==> config.mk <==
export PLATFORM = sky130hd
export DESIGN_NAME = bus_sequencer_flat
export DESIGN_NICKNAME = d
export VERILOG_FILES = /design/src/rtl/bus_sequencer_if.sv /design/src/rtl/bus_sequencer.sv /design/src/flat_wrapper.sv
export SDC_FILE = /design/constraint.sdc
export NUM_CORES = 1
export LEC_CHECK = 0
export ABC_AREA = 1
export BUFFER_PORTS_ARGS = -buffer_cell sky130_fd_sc_hd__buf_2
export CORE_ASPECT_RATIO = 1.1
export CORE_MARGIN = 2
export CORE_UTILIZATION = 40
export CTS_BUF_LIST = sky130_fd_sc_hd__clkbuf_8
export CTS_CLUSTER_SIZE = 28
export DETAILED_ROUTE_END_ITERATION = 12
export PLACE_DENSITY = 0.67
export RECOVER_POWER = 50
export SETUP_SLACK_MARGIN = 0.3
export SLEW_MARGIN = 15
export SYNTH_ARGS = -nofsm -noshare
export SYNTH_HDL_FRONTEND = slang
export SYNTH_SLANG_ARGS = --single-unit
==> constraint.sdc <==
create_clock -name CLK -period 1.2 [get_ports CLK]
set_input_delay 0.12 -clock CLK [delete_from_list [all_inputs] [get_ports CLK]]
set_output_delay 0.12 -clock CLK [all_outputs]
set_load 0.01 [all_outputs]
==> src/rtl/bus_sequencer_if.sv <==
// Bus between the instruction sequencer and its environment: ROM data, run control,
// the active-low register-file enables/strobes and status.
interface bus_sequencer_if;
    logic       RUN;
    logic       STEP;
    logic [7:0] INSTR;
    logic       CARRY;
    logic [7:0] IR;
    logic       nIRD_OUT;
    logic       nIRU_OUT;
    logic       nJRD_OUT;
    logic       nJRU_OUT;
    logic       nORD_ST;
    logic       nORU_ST;
    logic       nJRD_ST;
    logic       nJRU_ST;
    logic       nPC_OPEN;
    logic       nPC_LD;
    logic       BUSY;
    logic       DONE;
    logic       ILLEGAL;

    modport master (
        input  RUN, STEP, INSTR, CARRY,
        output IR, nIRD_OUT, nIRU_OUT, nJRD_OUT, nJRU_OUT,
               nORD_ST, nORU_ST, nJRD_ST, nJRU_ST,
               nPC_OPEN, nPC_LD, BUSY, DONE, ILLEGAL
    );

    modport slave (
        output RUN, STEP, INSTR, CARRY,
        input  IR, nIRD_OUT, nIRU_OUT, nJRD_OUT, nJRU_OUT,
               nORD_ST, nORU_ST, nJRD_ST, nJRU_ST,
               nPC_OPEN, nPC_LD, BUSY, DONE, ILLEGAL
    );
endinterface

==> src/rtl/bus_sequencer.sv <==
// Four-phase instruction sequencer: fetches a byte, drives LOADBUS source enables and
// register strobes, then increments or loads the PC.
//
//  state | meaning
//  IDLE  | waiting for RUN=1 or a STEP rising edge
//  FETCH | INSTR/CARRY captured on the edge ending this cycle
//  SRC   | source enable driven, bus settling for SETTLE_CYCLES
//  STORE | store strobe low, register captures on the closing edge
//  ADV   | PC increment or load, DONE pulse
//  HALT  | parked after an illegal opcode until reset
module bus_sequencer #(
    parameter int SETTLE_CYCLES = 1,
    parameter int ILLEGAL_HALT  = 0
) (
    input  logic            CLK,
    input  logic            RST,
    bus_sequencer_if.master bus
);

    typedef enum logic [2:0] {
        S_IDLE,
        S_FETCH,
        S_SRC,
        S_STORE,
        S_ADV,
        S_HALT
    } state_t;

    localparam logic [2:0] SETTLE_LOAD     = 3'(SETTLE_CYCLES - 1);
    localparam bit         HALT_ON_ILLEGAL = (ILLEGAL_HALT != 0);

    state_t     state_q, state_d;
    logic [7:0] ir_q, ir_d;
    logic       carry_q, carry_d;
    logic [2:0] settle_q, settle_d;
    logic       step_q, step_d;

    logic [3:0] op;
    logic       op_illegal;
    logic       use_ird;
    logic       use_jrd;
    logic       jump_taken;
    logic       step_edge;

    assign op         = ir_q[7:4];
    assign op_illegal = op[3];
    assign use_ird    = (op >= 4'd1) && (op <= 4'd4);
    assign use_jrd    = (op == 4'd5);
    assign jump_taken = (op == 4'd6) || ((op == 4'd7) && !carry_q);
    assign step_edge  = bus.STEP && !step_q;

    always_ff @(posedge CLK or negedge RST) begin
        if (!RST) begin
            state_q  <= S_IDLE;
            ir_q     <= 8'h00;
            carry_q  <= 1'b0;
            settle_q <= 3'd0;
            step_q   <= 1'b0;
        end else begin
            state_q  <= state_d;
            ir_q     <= ir_d;
            carry_q  <= carry_d;
            settle_q <= settle_d;
            step_q   <= step_d;
        end
    end

    always_comb begin
        state_d  = state_q;
        ir_d     = ir_q;
        carry_d  = carry_q;
        settle_d = settle_q;
        step_d   = bus.STEP;
        case (state_q)
            S_IDLE: begin
                if (bus.RUN || step_edge) state_d = S_FETCH;
            end
            S_FETCH: begin
                ir_d     = bus.INSTR;
                carry_d  = bus.CARRY;
                settle_d = SETTLE_LOAD;
                state_d  = S_SRC;
            end
            S_SRC: begin
                // Halting leaves SRC right after the ILLEGAL pulse, so no ADV ever runs.
                if (op_illegal && HALT_ON_ILLEGAL) begin
                    state_d = S_HALT;
                end else if (settle_q == 3'd0) begin
                    state_d = S_STORE;
                end else begin
                    settle_d = settle_q - 3'd1;
                end
            end
            S_STORE: state_d = S_ADV;
            S_ADV:   state_d = bus.RUN ? S_FETCH : S_IDLE;
            S_HALT:  state_d = S_HALT;
            default: state_d = S_IDLE;
        endcase
    end

    logic src_phase;
    logic store_phase;
    logic adv_phase;
    logic ird_out_n, jrd_out_n;
    logic ord_st_n, oru_st_n, jrd_st_n, jru_st_n;
    logic pc_open_n, pc_ld_n;

    assign src_phase   = (state_q == S_SRC) || (state_q == S_STORE);
    assign store_phase = (state_q == S_STORE);
    assign adv_phase   = (state_q == S_ADV);

    // Outputs decode straight from reset flops so reset releases every strobe at once.
    always_comb begin
        ird_out_n = 1'b1;
        jrd_out_n = 1'b1;
        ord_st_n  = 1'b1;
        oru_st_n  = 1'b1;
        jrd_st_n  = 1'b1;
        jru_st_n  = 1'b1;
        pc_open_n = 1'b1;
        pc_ld_n   = 1'b1;
        if (src_phase && use_ird) ird_out_n = 1'b0;
        if (src_phase && use_jrd) jrd_out_n = 1'b0;
        if (store_phase) begin
            case (op)
                4'd1:    ord_st_n = 1'b0;
                4'd2:    oru_st_n = 1'b0;
                4'd3:    jrd_st_n = 1'b0;
                4'd4:    jru_st_n = 1'b0;
                4'd5:    ord_st_n = 1'b0;
                default: ;
            endcase
        end
        if (adv_phase) begin
            if (jump_taken) pc_ld_n   = 1'b0;
            else            pc_open_n = 1'b0;
        end
    end

    assign bus.IR       = ir_q;
    assign bus.nIRD_OUT = ird_out_n;
    assign bus.nIRU_OUT = 1'b1;
    assign bus.nJRD_OUT = jrd_out_n;
    assign bus.nJRU_OUT = 1'b1;
    assign bus.nORD_ST  = ord_st_n;
    assign bus.nORU_ST  = oru_st_n;
    assign bus.nJRD_ST  = jrd_st_n;
    assign bus.nJRU_ST  = jru_st_n;
    assign bus.nPC_OPEN = pc_open_n;
    assign bus.nPC_LD   = pc_ld_n;
    assign bus.BUSY     = (state_q != S_IDLE) && (state_q != S_HALT);
    assign bus.DONE     = adv_phase;
    assign bus.ILLEGAL  = (state_q == S_SRC) && op_illegal && (settle_q == SETTLE_LOAD);

endmodule

==> src/flat_wrapper.sv <==
// flat-port wrapper written by rule: the top's interface ports become plain ports
module bus_sequencer_flat 
#(
    parameter int SETTLE_CYCLES = 1,
    parameter int ILLEGAL_HALT  = 0
)
  (CLK, RST, bus_RUN, bus_STEP, bus_INSTR, bus_CARRY, bus_IR, bus_nIRD_OUT, bus_nIRU_OUT, bus_nJRD_OUT, bus_nJRU_OUT, bus_nORD_ST, bus_nORU_ST, bus_nJRD_ST, bus_nJRU_ST, bus_nPC_OPEN, bus_nPC_LD, bus_BUSY, bus_DONE, bus_ILLEGAL);
  bus_sequencer_if bus_i ();
  input  logic CLK;
  input  logic RST;
  input wire logic [$bits(bus_i.RUN)-1:0] bus_RUN;
  input wire logic [$bits(bus_i.STEP)-1:0] bus_STEP;
  input wire logic [$bits(bus_i.INSTR)-1:0] bus_INSTR;
  input wire logic [$bits(bus_i.CARRY)-1:0] bus_CARRY;
  output wire logic [$bits(bus_i.IR)-1:0] bus_IR;
  output wire logic [$bits(bus_i.nIRD_OUT)-1:0] bus_nIRD_OUT;
  output wire logic [$bits(bus_i.nIRU_OUT)-1:0] bus_nIRU_OUT;
  output wire logic [$bits(bus_i.nJRD_OUT)-1:0] bus_nJRD_OUT;
  output wire logic [$bits(bus_i.nJRU_OUT)-1:0] bus_nJRU_OUT;
  output wire logic [$bits(bus_i.nORD_ST)-1:0] bus_nORD_ST;
  output wire logic [$bits(bus_i.nORU_ST)-1:0] bus_nORU_ST;
  output wire logic [$bits(bus_i.nJRD_ST)-1:0] bus_nJRD_ST;
  output wire logic [$bits(bus_i.nJRU_ST)-1:0] bus_nJRU_ST;
  output wire logic [$bits(bus_i.nPC_OPEN)-1:0] bus_nPC_OPEN;
  output wire logic [$bits(bus_i.nPC_LD)-1:0] bus_nPC_LD;
  output wire logic [$bits(bus_i.BUSY)-1:0] bus_BUSY;
  output wire logic [$bits(bus_i.DONE)-1:0] bus_DONE;
  output wire logic [$bits(bus_i.ILLEGAL)-1:0] bus_ILLEGAL;
  assign bus_i.RUN = bus_RUN;
  assign bus_i.STEP = bus_STEP;
  assign bus_i.INSTR = bus_INSTR;
  assign bus_i.CARRY = bus_CARRY;
  assign bus_IR = bus_i.IR;
  assign bus_nIRD_OUT = bus_i.nIRD_OUT;
  assign bus_nIRU_OUT = bus_i.nIRU_OUT;
  assign bus_nJRD_OUT = bus_i.nJRD_OUT;
  assign bus_nJRU_OUT = bus_i.nJRU_OUT;
  assign bus_nORD_ST = bus_i.nORD_ST;
  assign bus_nORU_ST = bus_i.nORU_ST;
  assign bus_nJRD_ST = bus_i.nJRD_ST;
  assign bus_nJRU_ST = bus_i.nJRU_ST;
  assign bus_nPC_OPEN = bus_i.nPC_OPEN;
  assign bus_nPC_LD = bus_i.nPC_LD;
  assign bus_BUSY = bus_i.BUSY;
  assign bus_DONE = bus_i.DONE;
  assign bus_ILLEGAL = bus_i.ILLEGAL;
  bus_sequencer #(.SETTLE_CYCLES(SETTLE_CYCLES), .ILLEGAL_HALT(ILLEGAL_HALT)) u_core (.CLK(CLK), .RST(RST), .bus(bus_i));
endmodule
### Yosys cells after proc, flatten, opt, wreduce, memory -nomap -nowiden

Index checks and enable logic that the tools add are counted.
W data, S select, Z words.

* $add $sub $neg: 1
* $mul: 0
* divide/modulo/power cells: 0
* magnitude comparators: 2
* equality and inequality tests: 16
* shifts and indexed selects: 0
* muxes and demuxes: 20
* bitwise operators: 0
* reductions and logical operators: 20

Operators by type and width (number)
* $pmux W3 S6: 1
* $eq A4 B3 Y1 const B: 4
* $mux W1: 15
* $mux W3: 3
* $eq A4 B2 Y1 const B: 2
* $logic_and A1 B1 Y1: 8
* $eq A3 B2 Y1 const B: 2
* $eq A3 B3 Y1 const B: 2
* $logic_not A3 Y1: 2
* $pmux W3 S2: 1
* $eq A4 B1 Y1 const B: 1
* $ge A4 B1 Y1 const B: 1
* $le A4 B3 Y1 const B: 1
* $ne A2 B1 Y1 const B: 2
* $reduce_and A2 Y1: 2
* $eq A3 B1 Y1 const B: 1
* $logic_or A1 B1 Y1: 3
* $ne A3 B3 Y1 const B: 1
* $reduce_bool A3 Y1: 1
* $sub A3 B1 Y3 const B: 1
* $logic_not A1 Y1: 2
* $ne A2 B2 Y1 const B: 1
* $reduce_bool A2 Y1: 1
* $reduce_or A2 Y1: 1

* register bits after elaboration: 16
* bits in latches: 0
* bits in writable memories: 0
* memory bits (read-only): 0
* input port bits: 13
* output and inout port bits: 21
* word-level logic and storage cells: 64
* memories kept: 0

### Longest topological paths before layout

Gate-level depths: netlist of the first run.

* depth after elaboration: 5
* depth in mapped cells: 9
* depth with buffers taken out: 9

### Least setup slack after synthesis of the first run

Ideal clock, no wire load.

* path type: reg-to-output
* start: reg u_core.settle_q[0]
* end: out bus_ILLEGAL
* arrival time: 1032 ps
* required time: 1080 ps
* setup slack: 48 ps
* stages on the path, launching flop included: 7
* buffers on the path: 0
* path through: dfrtp_1 -> inv_1 -> ha_1 -> inv_1 -> nor2_1 -> inv_1 -> nor3_1

* word-level cells in the longest chain between the ends: 2

Ends and longest elaborated chain
* start: declaration: RTL line bus_sequencer.sv:35 `logic [2:0] settle_q, settle_d;`
* start signal: assignment: RTL line bus_sequencer.sv:63 `settle_q <= settle_d;`
* $logic_not A3 Y1: RTL line bus_sequencer.sv:153 `assign bus.ILLEGAL = (state_q == S_SRC) && op_illegal && (settle_q == SETTLE_LOAD);`
* $logic_and A1 B1 Y1: RTL line bus_sequencer.sv:153
* end: declaration: RTL line flat_wrapper.sv:28 `output wire logic [$bits(bus_i.ILLEGAL)-1:0] bus_ILLEGAL;`

Every way passes these cells.

### Worst setup path after layout of the first run

* start: reg u_core.settle_q[1]
* end: reg u_core.settle_q[2]

* word-level cells in the longest chain between the ends: 3
* elaborated cells between the ends (all ways): 6
* classes of those cells: add/sub (1); eq/ne (1); mux (2); reduce/logical (2)

Ends and longest elaborated chain (RTL line)
* $sub A3 B1 Y3 / $logic_not A3 Y1 (equally long branches): bus_sequencer.sv:91, bus_sequencer.sv:88
* $mux W3 / $ne A2 B2 Y1 (equally long branches)
* $pmux W3 S2 / $reduce_and A2 Y1 (equally long branches)

Several ways; a longest one is shown, not always the timed one. The select of a mux whose other input is x is not followed.
A chain may end at the register's enable or synchronous reset.

==> results of run 1 <==
[cell usage in the layout (no fill, tap or decap)]
| master | Yosys | final |
|---|---|---|
| a21oi_1 | 4 | 2 |
| a21oi_2 | 0 | 2 |
| buf_2 | 0 | 22 |
| buf_4 | 2 | 16 |
| buf_6 | 1 | 18 |
| clkbuf_1 | 1 | 1 |
| clkbuf_2 | 0 | 1 |
| clkbuf_8 | 0 | 4 |
| conb_1 | 1 | 2 |
| dfrtp_1 | 16 | 11 |
| dfrtp_2 | 0 | 5 |
| dlygate4sd3_1 | 0 | 2 |
| ha_4 | 0 | 2 |
| inv_1 | 19 | 9 |
| inv_2 | 3 | 13 |
| nand2_1 | 21 | 15 |
| nand2_2 | 2 | 6 |
| nand2_4 | 0 | 2 |
| nand3_1 | 9 | 4 |
| nand3_2 | 1 | 4 |
| nand3_4 | 1 | 6 |
| nand4_1 | 4 | 4 |
| nor2_1 | 17 | 6 |
| nor2_2 | 1 | 4 |
| nor2_4 | 0 | 8 |
| nor3_2 | 0 | 1 |
| o21ai_1 | 4 | 3 |
| o21ai_2 | 0 | 5 |
| xnor2_2 | 0 | 1 |
[per-stage QoR]
| step | area, um2 | setup slack (ns) | utilization [%] | std cells | total power [W] |
|---|---|---|---|---|---|
| 2_1_floorplan | 976 | 0.128 | - | 117 | 0.00239 |
| 3_3_place_gp | 1110 | 0.0599 | 53.9 | 171 | 0.00264 |
| 3_5_place_dp | 1110 | 0.0341 | 53.9 | 171 | 0.00271 |
| 4_1_cts | 1520 | -0.177 | 73.7 | 199 | 0.00429 |
| 5_1_grt | 1660 | -0.266 | 80.2 | 207 | 0.00516 |
| 6_report | 1660 | -0.191 | 80.2 | 207 | 0.00487 |
[where the power goes]
group,internal [W],switching (W)
combinational,0.00155,0.00170
sequential,0.000806,0.000329
clock,0.000292,0.000196
total,0.00265,0.00223
[area by class of cell]
class                      count  area, um2  share of cell area [%]
timing repair buffer          60        462                    27.9
sequential                    16        407                    24.6
multi-input combinational     77        614                    37.1
clock buffer                   4       55.1                    3.33
tap                           28       35.0                    2.12
inverter                      22       82.6                    4.99
[cell families (layout without fill, tap and decap cells)]
| family | after synthesis | in the layout | synth area share (%) |
|---|---|---|---|
| and+or+nand+nor | 57 | 60 | 29.7 |
| adders and majority gates | 2 | 2 | 2.81 |
| DFF | 16 | 16 | 45.0 |
| buffers and inverters | 27 | 86 | 14.3 |
| other | 1 | 2 | 0.422 |
| xor gates and xnor gates | 1 | 1 | 0.985 |
| AOI/OAI and AO/OA | 12 | 12 | 6.75 |
[sequential cells by signal, indices dropped and copies added, names as in the netlist]
| name | flops |
|---|---|
| u_core.bus.IR | 8 |
| u_core.settle_q | 3 |
| u_core.carry_q | 1 |
| u_core.step_q | 1 |
| u_core.state_q | 3 |
[how the worst max path moves through the flow]
stage                         end  slack (ns)
2_1_floorplan  u_core.settle_q[2]        0.13
3_3_place_gp          bus_ILLEGAL        0.06
3_5_place_dp   u_core.settle_q[2]        0.03
4_1_cts               bus_ILLEGAL       -0.18
5_1_grt        u_core.settle_q[2]       -0.27
6_report       u_core.settle_q[2]       -0.19
[worst max-delay path, stage by stage (launching register included)]
cell and delay [ns]:
dfrtp_1 0.36, inv_2 0.06, buf_4 0.12, buf_4 0.12, buf_6 0.11, ha_4 0.16, xnor2_2 0.12, nor2_1 0.13
nand2_1 0.07, nand2_1 0.07
[synthesized netlist by cell type]
cell and instances:
nor2_1 17, nor2_2 1, xnor2_1 1, nand2_1 21
nor3_1 1, buf_8 1, ha_1 2, inv_2 3
dfrtp_1 16, nand3_2 1, a21oi_1 4, nand2_2 2
nand3_4 1, clkbuf_1 1, conb_1 1, buf_6 1
inv_1 19, nand4_1 4, o21ai_0 4, buf_4 2
nand3_1 9, o21ai_1 4
[repair_timing]
item	CTS	global route
gates cloned	3	0
pin swaps	10	11
gates resized for setup	41	20
hold endpoints to repair	17	0
endpoints found under the setup margin	29	34
hold buffers	2	0
setup buffers	19	8
[per-layer routing]
| metal | wire [um] | vias to the layer above |
|---|---|---|
| li1 | - | 490 |
| met1 | 1160 | 498 |
| met2 | 1730 | 28 |
| met3 | 82 | 6 |
| met4 | 51 | 0 |
| met5 | 0 | - |
==> results.json, run 1 <==
{
  "met2_usage_pct": 45.2,
  "io_pins": 34,
  "crit-reg2reg-launch": "u_core.settle_q[1]",
  "track_usage_pct": 22.9,
  "yosysTopAreaCellShare_pct": 45.0,
  "die_height_um": 53.5,
  "synth_area_um2": 890,
  "tns_ns": -1.90,
  "netlist_instances": 116,
  "clockBufferDepth": 2,
  "worstPathArrival_ns": 1.58,
  "vias": 1022,
  "violations": "setup timing",
  "drive_above_1_share_pct": 67.0,
  "antenna_found_initial": 0,
  "routed_wl_mm": 3.02,
  "fmax_ghz": 0.719,
  "hp-start": "bus_INSTR[3]",
  "finalMaxSlewViolations": 0,
  "drt_iter0_drc": 13,
  "drc": 0,
  "synth.distinct_cells": 22,
  "powerDensity_nw_per_um2": 2940,
  "rows": 17,
  "setup_viol": 15,
  "nets": 195,
  "rr_endpoint": "u_core.settle_q[2]",
  "h-tree-depth": 1,
  "seq_area_frac_synth_pct": 45.0,
  "gr-usage-met3_pct": 2.82,
  "grt_pass1_wl_mm": 4.40,
  "drtPass1Iterations": 4,
  "synth_seq_cells": 16,
  "core_area_um2": 2060,
  "period_share_pct": 116,
  "synth_top_cell_by_area": "dfrtp_1",
  "hold_class": "in2reg",
  "start_kind": "flip-flop",
  "period_needed_ns": 1.39,
  "hold_path_end": "u_core.bus.IR[3]",
  "first_global_vias": 974,
  "grt-busiest-layer": "met2",
  "drt-wirelength-per-cell_um": 14.6,
  "dp_hpwl_mm": 1.48,
  "rrSetupSlack_ns": -0.19,
  "cp_max_fo": 2,
  "clk_latency_ns": 0.25,
  "gr-total-overflow": 0,
  "synth.avg_cell_area_um2": 7.67,
  "whs_path_depth": 3,
  "use_met1_pct": 22.9,
  "diodes": 0,
  "outcome": "complete, but fails checks",
  "worstSetupPathType": "reg2reg",
  "cts_tree": "yes",
  "root_buffer": "clkbuf_8",
  "layout_setup_ws_ns": -0.191,
  "cts.sinks": 16,
  "numCtsBuffers": 3,
  "drv_cap": 0,
  "hold_violations": 0,
  "die_area_um2": 2620,
  "start_util_pct": 43.1,
  "critPathRequiredTime_ns": 1.39,
  "ant_nets": 0,
  "finClkSkew_ns": 0.00149,
  "syn2layout_area_growth_pct": 86.1,
  "p_leak_nw": 0.823,
  "via_per_inst": 4.94,
  "clkTransAtPathRegs_ns": 0.06,
  "n_fill_cell": 133,
  "rsz0062_at_grt": "true",
  "io_buffers": 31,
  "ys_warn_count": 0,
  "reg2regPathDepth": 9,
  "place_congestion": 0.791,
  "irDropWorstVdd_mv": 1.86,
  "cp-end-kind": "flip-flop",
  "grt_max_degree": 17,
  "die-width_um": 49.0,
  "startpoint": "u_core.settle_q[1]",
  "holdWs_ns": 0.0913,
  "synth_area_leaders": "dfrtp_1, nand2_1, inv_1"
}
Note: power is estimated with default switching activity, not from simulation.
==> inputs of run 2 (changes only) <==
--- a/config.mk
+++ b/config.mk
@@ -14,9 +14,9 @@
 export CTS_CLUSTER_SIZE = 28
 export DETAILED_ROUTE_END_ITERATION = 12
 export PLACE_DENSITY = 0.67
-export RECOVER_POWER = 50
 export SETUP_SLACK_MARGIN = 0.3
 export SLEW_MARGIN = 15
 export SYNTH_ARGS = -nofsm -noshare
 export SYNTH_HDL_FRONTEND = slang
 export SYNTH_SLANG_ARGS = --single-unit
+export TNS_END_PERCENT = 1
==> run 2 against run 1 <==
Against the previous run: the run still ends with setup timing left; register-to-register slack is essentially flat; maximum frequency is 0.74% lower; combinational power down 39%; cell count fell by 8.2%; clock power down 2%; die area unchanged; via count down 15%; critical path depth is the same; worst setup slack lost 0.010 ns; sequential share of layout area is 7.2 points higher; first-iteration DRC count did not move; critical path type unchanged.
==> results.json, run 2 (synthesized netlist as in run 1, its figures left out) <==
{
  "routed_wl_mm": 1.96,
  "drtPass1Iterations": 4,
  "p_clk_share_pct": 13.6,
  "period_share_pct": 117,
  "hold_class": "in2reg",
  "die_height_um": 53.5,
  "cts_tree": "yes",
  "setup_viol": 15,
  "design_area_um2": 1270,
  "diodes": 0,
  "drt-wirelength-per-cell_um": 10.3,
  "n_fill_cell": 203,
  "worstPathArrival_ns": 1.54,
  "io_buffers": 31,
  "root_buffer": "clkbuf_8",
  "grt_max_degree": 24,
  "powerDensity_nw_per_um2": 2750,
  "hold_violations": 0,
  "first_global_vias": 806,
  "die-width_um": 49.0,
  "drc": 0,
  "finalPower_w": 0.00350,
  "grt_pass1_wl_mm": 3.35,
  "cp-end-kind": "flip-flop",
  "max_stage_delay_ns": 0.36,
  "place_congestion": 0.831,
  "track_usage_pct": 17.4,
  "layout_commonest_cell": "buf_2",
  "ant_nets": 0,
  "pwr-share-comb_pct": 56.4,
  "fmax_ghz": 0.713,
  "power.share.sequential_pct": 30.0,
  "h-tree-depth": 1,
  "gr-total-overflow": 0,
  "slowest_stage": "dfrtp_1",
  "fin_cells": 190,
  "syn2layout_area_growth_pct": 42.9,
  "start_util_pct": 43.1,
  "outcome": "complete, but fails checks",
  "die_area_um2": 2620,
  "p_int_w": 0.00196,
  "path_buf_inv": 4,
  "io_pins": 34,
  "layout_common_cells": "buf_2, nand2_1, inv_1, dfrtp_1",
  "vias": 871,
  "nets": 178,
  "crit_chain": "inv_2 -> buf_4 -> buf_4 -> buf_4 -> ha_1 -> xnor2_1 -> nor2_1 -> nand2_1 -> nand2_1",
  "drive_above_1_share_pct": 43.8,
  "place_area_um2": 1070,
  "via_per_inst": 4.58,
  "clockBufferDepth": 2,
  "largest_reg_flops": 8,
  "drv_cap": 0,
  "antenna_found_initial": 0,
  "dp_hpwl_mm": 1.37,
  "multiInputGateArea_um2": 418,
  "path_common_cell": "buf_4",
  "p_leak_nw": 0.703,
  "rsz0062_at_grt": "true",
  "worstSetupPathType": "reg2reg",
  "period_needed_ns": 1.40,
  "violations": "setup timing",
  "cp_max_fo": 2,
  "swShare_pct": 43.9,
  "start_kind": "flip-flop",
  "crit_family": "buffers and inverters",
  "cts.sinks": 16,
  "seqCellArea_um2": 404,
  "core_area_um2": 2060,
  "switching_power_w": 0.00154,
  "numCtsBuffers": 3,
  "drt_iter0_drc": 13,
  "critPathRequiredTime_ns": 1.34,
  "finClkSkew_ns": 0.00249,
  "layout_setup_ws_ns": -0.202,
  "clkTransAtPathRegs_ns": 0.06,
  "tns_ns": -1.88,
  "finalMaxSlewViolations": 0,
  "clk_latency_ns": 0.25,
  "rows": 17,
  "dp.cells": 175,
  "irDropWorstVdd_mv": 1.39
}
==> run 2: cell count changes in the layout (fill, tap and decap cells not counted), sizes merged <==
cell    previous run  this run
buf               56        44
clkbuf             6         4
nand3             14        11
==> run 2: layout make-up <==
cell class                      count  share of cell area [%]
Multi-Input combinational cell     74                    32.9
Sequential cell                    16                    31.8
Timing Repair Buffer               46                    21.8
Inverter                           22                    6.50
Clock buffer                        4                    4.33
Tap cell                           28                    2.76
==> run 2: routing by layer <==
layer | global-route usage, % | part of all wire [%]
met5 | 0 | 0
met4 | 10.5 | 2.2
met3 | 4.24 | 6.6
met2 | 32.2 | 49
met1 | 18.0 | 42
==> run 2: final timing paths <==
kind                       slack (ns)  cells after the start                from            endpoint
max in group asynchronous        0.60                      2                 RST   u_core.state_q[1]
hold / removal                   0.10                      3        bus_INSTR[2]    u_core.bus.IR[2]
min in group asynchronous        0.31                      2                 RST    u_core.bus.IR[1]
setup reg to reg                -0.20                      9  u_core.settle_q[0]  u_core.settle_q[2]
setup / recovery                -0.20                      9  u_core.settle_q[0]  u_core.settle_q[2]
hold reg to reg                  0.47                      2    u_core.bus.IR[0]    u_core.bus.IR[0]
==> run 2: what timing repair did <==
item                       4_1_cts  5_1_grt
hold endpoints to repair        17        0
gates resized for setup         14        5
pin swaps                        6        3
buffers inserted                 8        1
hold buffers                     2        0
setup endpoints to repair       29       33
==> run 2: tightest hold or removal path, stage by stage <==
cell and delay, ns:
buf_2 0.09, inv_1 0.04, o21ai_1 0.06
==> run 2: power by group through the flow <==
stage,clock (W),sequential (W),combinational (W)
floorplan,0,0.00104,0.00109
global placement,0,0.00101,0.00151
detailed placement,0,0.00101,0.00154
CTS,0.000488,0.00102,0.00189
global route,0.000512,0.00108,0.00219
finish,0.000476,0.00105,0.00197
==> run 2: through the flow <==
step / util [%] / hold slack [ns] / setup WS (ns)
2_1_floorplan: - / -0.176 / 0.127
3_3_place_gp: 52.0 / 0.0538 / 0.0535
3_5_place_dp: 52.0 / 0.0581 / 0.0193
4_1_cts: 60.4 / 0.103 / -0.178
5_1_grt: 61.6 / 0.108 / -0.260
6_report: 61.6 / 0.100 / -0.202
